[src/rtl/iomem_bus_ctrl.sv]
// iomem_bus_ctrl: decodes the PicoSoC iomem request to one slave slot, waits for its ready or a timeout,
// and returns one registered response. Define IOMEM_ERR_CAPTURE_EN to record timed-out addresses and counts.
module iomem_bus_ctrl #(
    parameter int                    NUM_SLAVES     = 8,
    parameter logic [7:0]            SEL_BASE       = 8'h03,
    parameter logic [NUM_SLAVES-1:0] SLAVE_PRESENT  = {NUM_SLAVES{1'b1}},
    parameter int                    TIMEOUT_CYCLES = 255,
    parameter logic [31:0]           TIMEOUT_RDATA  = 32'hDEAD_BEEF
) (
    input  logic                     clk,
    input  logic                     reset,
    input  logic                     m_valid,
    output logic                     m_ready,
    input  logic [3:0]               m_wstrb,
    input  logic [31:0]              m_addr,
    input  logic [31:0]              m_wdata,
    output logic [31:0]              m_rdata,
    output logic [NUM_SLAVES-1:0]    s_valid,
    output logic [3:0]               s_wstrb,
    output logic [31:0]              s_addr,
    output logic [31:0]              s_wdata,
    input  logic [NUM_SLAVES-1:0]    s_ready,
    input  logic [32*NUM_SLAVES-1:0] s_rdata,
    output logic                     busy,
    output logic                     timeout_pulse,
    output logic [31:0]              err_addr,
    output logic [7:0]               err_count,
    input  logic                     err_clear
);

    typedef enum logic [1:0] {IDLE, ACCESS, RESP} state_t;

    localparam logic [15:0] TO_LAST = 16'(TIMEOUT_CYCLES - 1);

    state_t                  state;
    logic [15:0]             count;
    logic [7:0]              idx;
    logic [NUM_SLAVES-1:0]   sel;
    logic                    sel_ready;
    logic [31:0]             sel_rdata;
    logic                    timeout_hit;
    logic                    abort;

    // Out-of-range and unpopulated slots both decode to an all-zero select, i.e. a miss.
    assign idx = m_addr[31:24] - SEL_BASE;

    always_comb begin
        sel = '0;
        for (int i = 0; i < NUM_SLAVES; i++) begin
            sel[i] = (idx == 8'(i)) && SLAVE_PRESENT[i];
        end
    end

    // s_valid is the latched one-hot slot, so it masks both ready and read data.
    assign sel_ready = |(s_ready & s_valid);

    always_comb begin
        sel_rdata = '0;
        for (int i = 0; i < NUM_SLAVES; i++) begin
            if (s_valid[i]) begin
                sel_rdata = sel_rdata | s_rdata[32*i +: 32];
            end
        end
    end

    assign timeout_hit = (count == TO_LAST);
    assign abort       = (state == ACCESS) && !sel_ready && timeout_hit;
    assign busy        = (state != IDLE);

    always_ff @(posedge clk) begin
        if (reset) begin
            state         <= IDLE;
            count         <= '0;
            m_ready       <= 1'b0;
            m_rdata       <= '0;
            s_valid       <= '0;
            s_addr        <= '0;
            s_wdata       <= '0;
            s_wstrb       <= '0;
            timeout_pulse <= 1'b0;
        end else begin
            m_ready       <= 1'b0;
            timeout_pulse <= 1'b0;
            case (state)
                IDLE: begin
                    if (m_valid && !m_ready) begin
                        s_addr  <= m_addr;
                        s_wdata <= m_wdata;
                        s_wstrb <= m_wstrb;
                        count   <= '0;
                        if (|sel) begin
                            s_valid <= sel;
                            state   <= ACCESS;
                        end else begin
                            m_rdata <= '0;
                            m_ready <= 1'b1;
                            state   <= RESP;
                        end
                    end
                end
                ACCESS: begin
                    count <= count + 16'd1;
                    if (sel_ready) begin
                        m_rdata <= sel_rdata;
                        s_valid <= '0;
                        m_ready <= 1'b1;
                        state   <= RESP;
                    end else if (timeout_hit) begin
                        m_rdata       <= TIMEOUT_RDATA;
                        s_valid       <= '0;
                        m_ready       <= 1'b1;
                        timeout_pulse <= 1'b1;
                        state         <= RESP;
                    end
                end
                RESP: begin
                    state <= IDLE;
                end
                default: begin
                    state <= IDLE;
                end
            endcase
        end
    end

`ifdef IOMEM_ERR_CAPTURE_EN
    // A timeout on the same edge as err_clear counts as the first error after the clear.
    always_ff @(posedge clk) begin
        if (reset) begin
            err_addr  <= '0;
            err_count <= '0;
        end else if (abort) begin
            err_addr  <= s_addr;
            err_count <= err_clear ? 8'd1 : ((err_count == 8'hFF) ? 8'hFF : err_count + 8'd1);
        end else if (err_clear) begin
            err_addr  <= '0;
            err_count <= '0;
        end
    end
`else
    logic unused_err;
    assign unused_err = err_clear | abort;
    assign err_addr   = '0;
    assign err_count  = '0;
`endif

endmodule

[config.mk]
export PLATFORM = sky130hd
export DESIGN_NAME = iomem_bus_ctrl
export DESIGN_NICKNAME = d
export VERILOG_FILES = /design/src/rtl/iomem_bus_ctrl.sv
export SDC_FILE = /design/constraint.sdc
export NUM_CORES = 1
export LEC_CHECK = 0
export BUFFER_PORTS_ARGS = -buffer_cell sky130_fd_sc_hd__buf_4
export CAP_MARGIN = 20
export CORE_AREA = 2 2 192 194
export DETAILED_ROUTE_END_ITERATION = 7
export DIE_AREA = 0 0 194 196
export PLACE_DENSITY = 0.51
export SKIP_CTS_REPAIR_TIMING = 1
export SYNTH_ARGS = -nofsm -noshare
export SYNTH_HDL_FRONTEND = slang
export SYNTH_SLANG_ARGS = --single-unit
[constraint.sdc]
create_clock -name clk -period 2.2 [get_ports clk]
set_clock_uncertainty 0.2 [all_clocks]
set_input_delay 0.22 -clock clk [delete_from_list [all_inputs] [get_ports clk]]
set_output_delay 0.22 -clock clk [all_outputs]
set_load 0.05 [all_outputs]
== After elaboration in Yosys (flattened, before gate mapping) ==
Index checks and enable logic that the tools add are counted.

* Reductions and logical operators: 14
* Equal/unequal tests: 13
* $add $sub $neg: 2
* Mux-type cells: 30
* Bitwise logic cells: 9

{| class="wikitable"
|+ Operators by type and width
! cell !! count
|-
| 2-to-1 mux 32 bit || 12
|-
| OR 32 bit || 7
|-
| case mux 32 bit (2 select lines) || 1
|-
| equality test 8 x 3 -> 1 bit (second input constant) || 4
|-
| 2-to-1 mux 8 bit || 4
|-
| case mux 16 bit (2 select lines) || 1
|-
| adder 16 x 1 -> 16 bit (second input constant) || 1
|-
| equality test 16 x 8 -> 1 bit (second input constant) || 1
|-
| equality test 8 x 2 -> 1 bit (second input constant) || 2
|-
| 2-to-1 mux 16 bit || 1
|-
| case mux 8 bit (2 select lines) || 1
|-
| OR reduction 8 bit || 2
|-
| OR reduction 10 bit || 1
|-
| AND 8 bit || 1
|-
| equality test 8 x 1 -> 1 bit (second input constant) || 1
|-
| zero test 8 bit || 1
|-
| 2-to-1 mux 2 bit || 4
|-
| AND reduction 4 bit || 2
|-
| subtractor 8 x 2 -> 8 bit (second input constant) || 1
|-
| != test 2 bit (second input constant) || 3
|-
| AND reduction 2 bit || 3
|-
| 2-to-1 mux 1 bit || 4
|-
| case mux 2 bit (2 select lines) || 1
|-
| nonzero test 2 bit || 2
|-
| 7 further kinds || 7
|}

* Input bits: 336
* Register bits: 128
* Word-level logic and storage cells: 77
* Output and inout port bits: 151

== Depth between registers and ports, before layout ==
* Depth after elaboration: 17
* Gate-level depth with buffers: 8
* Gate-level depth less buffers: 7

== Worst setup path before layout ==
No wires, ideal clock.

* Path kind: reg2reg
* From: register s_valid[3]
* To: register m_rdata[10]
* Data required time: 1.884 ns
* Stages on the path, launching flop included: 8
* Arrival: 2.003 ns
* Period minus slack after synthesis: 2.319 ns
* Buffers on the path: 2
* Library setup time: 0.116 ns
* Path slack: -0.119 ns
* Cell sequence: dfxtp_1 clkbuf_1 a22oi_1 nand4_2 o21ai_2 clkbuf_1 nor2_1 a31o_2

* Word-level cells in the longest chain between the ends: 11
* Elaborated cells on any way between the ends: 15
* Those cells by class: eq/ne: 1; mux: 7; bitwise: 5; reduce/logical: 2

{| class="wikitable"
|+ Ends and longest elaborated chain
! what !! line !! source
|-
| from (decl) || 18 || <nowiki>output logic [NUM_SLAVES-1:0] s_valid,</nowiki>
|-
| from (signal assigned) || 92 || <nowiki>s_valid <= sel;</nowiki>
|-
| 2-to-1 mux 32 bit || 60 || <nowiki>if (s_valid[i]) begin</nowiki>
|-
| OR 32 bit || 61 || <nowiki>sel_rdata = sel_rdata | s_rdata[32*i +: 32];</nowiki>
|-
| 2-to-1 mux 32 bit || 60 ||
|-
| OR 32 bit || 61 ||
|-
| 2-to-1 mux 32 bit || 60 ||
|-
| OR 32 bit || 61 ||
|-
| 2-to-1 mux 32 bit || 60 ||
|-
| OR 32 bit || 61 ||
|-
| 2-to-1 mux 32 bit || 60 ||
|-
| 2-to-1 mux 32 bit || 103 || <nowiki>if (sel_ready) begin</nowiki>
|-
| case mux 32 bit (2 select lines) || 84 || <nowiki>case (state)</nowiki>
|-
| to (signal assigned) || 104 || <nowiki>m_rdata <= sel_rdata;</nowiki>
|-
| to (decl) || 17 || <nowiki>output logic [31:0] m_rdata,</nowiki>
|}

Several ways; a longest one is shown, not always the timed one.
A chain may end at the register's enable or synchronous reset.

== Worst setup path in the final report ==
* From: register count[0]
* To: register m_rdata[19]

* Word-level cells in the longest chain between the ends: 3

{| class="wikitable"
|+ Ends and longest elaborated chain
! what !! line !! source
|-
| from (decl) || 36 || <nowiki>logic [15:0] count;</nowiki>
|-
| from (signal assigned) || 102 || <nowiki>count <= count + 16'd1;</nowiki>
|-
| equality test 16 x 8 -> 1 bit || 66 || <nowiki>assign timeout_hit = (count == TO_LAST);</nowiki>
|-
| != test 3 bit (no source line) || n/a ||
|-
| AND reduction 4 bit (no source line) || n/a ||
|}

Every way passes these cells.

==> metrics <==
final period utilization between 90% and 100%; share of layout cells above drive strength 1 between 40% and 50%; WL final ~35 mm; Die H just under 200 µm; endpoint type of the worst setup path flop; later-pin clock latency in the skew report between 0.4 and 0.5 ns; synth unique cells between 40 and 50; first-pass GRT wire length 48.6 mm; dominant delay contributor by cell family on the critical path simple AND/OR/NAND/NOR gates; Remaining Overflow, GRT 0; max cap viols 0; area of the mapped netlist between 6000 and 7000 µm²; post-synthesis mux area share 0%; H-tree depth 4; first drt pass iteration count 5; WP buf/inv 2; Slowest Stage Delay on Critical Path about 0.46 ns; vias in the first global route 7,815; Via density between 4 and 5; area leader, netlist dfxtp_1; initial antenna violation count 8; status finished, violations left; Gate Count Post-Synth slightly below 800; Placed Cells 1,662; gp weighted congestion roughly 0.84; Clock transition at path regs roughly 0.06 ns; DIE AREA roughly 38,000 µm²; RSZ-0062 raised after global routing yes; crit path time final ~2.2 ns; Starting Density between 10% and 20%; Post-synth EDFFs 0; compound-gate portion of the synthesized area ~32%; DR vias 8,316; top cells by area, synth dfxtp_1, nand2_1, a22oi_1; post-route cell area between 10,000 and 15,000 µm²; reg2reg path depth 8; Root Buffer clkbuf_16; routed length per instance 19.3 µm; Post-Synth XOR/XNOR Area under 10%; PnR worst setup slack around 0.0063 ns; area post-placement a little over 10,000 µm²; Startpoint Class flop; most numerous cell in the Yosys netlist nand2_1; Synth Register Bits roughly 130; leakage power between 5 and 6 nW; Syn Area/Cell approximately 8.3 µm²; Final ANT Viol Nets 0; ys async rst share 0%; Port Buf Inserts roughly 450; critical path arrival between 2 and 2.5 ns; # DRC 0; CORE AREA approximately 36,000 µm²; Crit. path cell count 8; Fin Setup TNS 0 ns; yosys warns 0; Final Max Slew Viols 0; failing checks negative hold slack; top-area cell type share of the netlist area between 30% and 40%; VDD IR max 555 µV; Util after Layout 34.2%; PD cells around 600 nW/µm²; final hold vios 2; CP Max Fanout 24; # nets final about 1,700; ys flop type dfxtp_1; post-synthesis simple-gate area fraction 16.8%; CTS tree yes; required time of the worst setup path around 2.4 ns; critical path class flop to flop; CTS Buf Count 17; I/O pins 487; CTS max path bufs 2; Crit-path slowest cell or4b_4; main combinational cell family by area after synthesis compound AO/OA/AOI/OAI gates; dpl hpwl between 20 and 30 mm; gr usage total 17.0%; worst slack, placed roughly 0.023 ns; 1st-iter DRT viols between 300 and 400; Non-Filler Instances roughly 1,800; Slew @ Worst Pin between 0.6 and 0.7 ns; sequence of cells on the critical path inv_2, ha_1, or4b_4, nor4_4, o21ai_4, buf_12, a311oi_1, a31o_1; achievable frequency between 400 and 500 MHz; Rel. slew slack between 50% and 60%; worst hold path class input port to flop; clk sinks around 130; Hold Crit Depth 4; largest net degree at the start of global routing 49; area delta synth->final 91.3%; num rows 70; fraction of the mapped netlist area in adder cells less than 1%; # setup viols final 0; Hold WS -0.0266 ns; synth cell count leaders nand2_1, dfxtp_1, a21oi_1, clkbuf_1, a22oi_1; floorplan die width around 190 µm; post-synthesis sequential area ratio approximately two fifths
==> sequential cells by signal, indices dropped and copies added, names as in the netlist <==
name and flops:
s_wdata 32, m_ready 1, timeout_pulse 1, s_valid 8, s_addr 32, s_wstrb 4, count 16, state 2
m_rdata 32
==> tightest hold or removal path, cell delays in order <==
cell	delay, ns
buf_4	0.08
a22oi_1	0.05
nand4_1	0.09
a22o_1	0.13
==> kinds of logic after synthesis <==
logic type / after synthesis
adder cells (fa/ha/maj): 2
other: 1
XOR/XNOR: 10
buffers and inverters: 116
AND/OR/NAND/NOR: 235
AO/OA/AOI/OAI: 284
flip-flops: 128
==> worst paths after layout <==
kind	from	end	slack [ns]
max	count[0]	m_rdata[19]	0.006
min	s_rdata[142]	m_rdata[14]	-0.03
max reg2reg	count[0]	m_rdata[19]	0.006
min reg2reg	s_addr[6]	s_addr[6]	0.25
==> cells in the final DEF, fill, tap and decap left out, types with 6 or more instances in the layout <==
cell           count
bufinv_16          6
dlygate4sd3_1    117
a21oi_1           78
nand4_1           19
conb_1            40
nor3_1             7
nand3_1            7
a311oi_1          11
nand2_1          144
a22oi_1           60
nor2_1            26
clkbuf_16         18
a311oi_2           6
or3_1              6
dfxtp_2            8
a22o_1            45
buf_4            487
o21ai_0           10
a221oi_1          34
diode_2            8
a31o_2             7
a31o_1            17
dfxtp_1          120
==> power by group <==
part	total, mW	switching (mW)	internal, mW
Sequential	2.46	0.0475	2.41
Clock	3.35	1.16	2.19
Combinational	1.63	0.916	0.714
==> layout make-up <==
cell class / count / area (µm²)
Antenna cell: 8 / 20.0
Fill cell: 3774 / 23700
Timing Repair Buffer: 611 / 4960
Multi-Input combinational cell: 571 / 3510
Sequential cell: 128 / 2570
Clock buffer: 19 / 453
Inverter: 3 / 11.3
Tap cell: 468 / 586
Clock inverter: 12 / 230
==> metal layers <==
metal	up-vias	global-route usage, %	share of wire [%]
met2	334	28.6	50
met4	0	8.45	3.3
met1	3994	19.6	40
met5	-	0	0
met3	45	4.93	6.2
li1	3943	-	-
==> per-stage QoR <==
stage          power [mW]  hold WS, ns
5_1_grt              7.76     0.000925
3_3_place_gp         3.98        0.243
4_1_cts              7.41       -0.192
3_5_place_dp         3.99        0.247
2_1_floorplan        3.29        0.156
6_report             7.44      -0.0266
(Power assumes the default switching activity.)
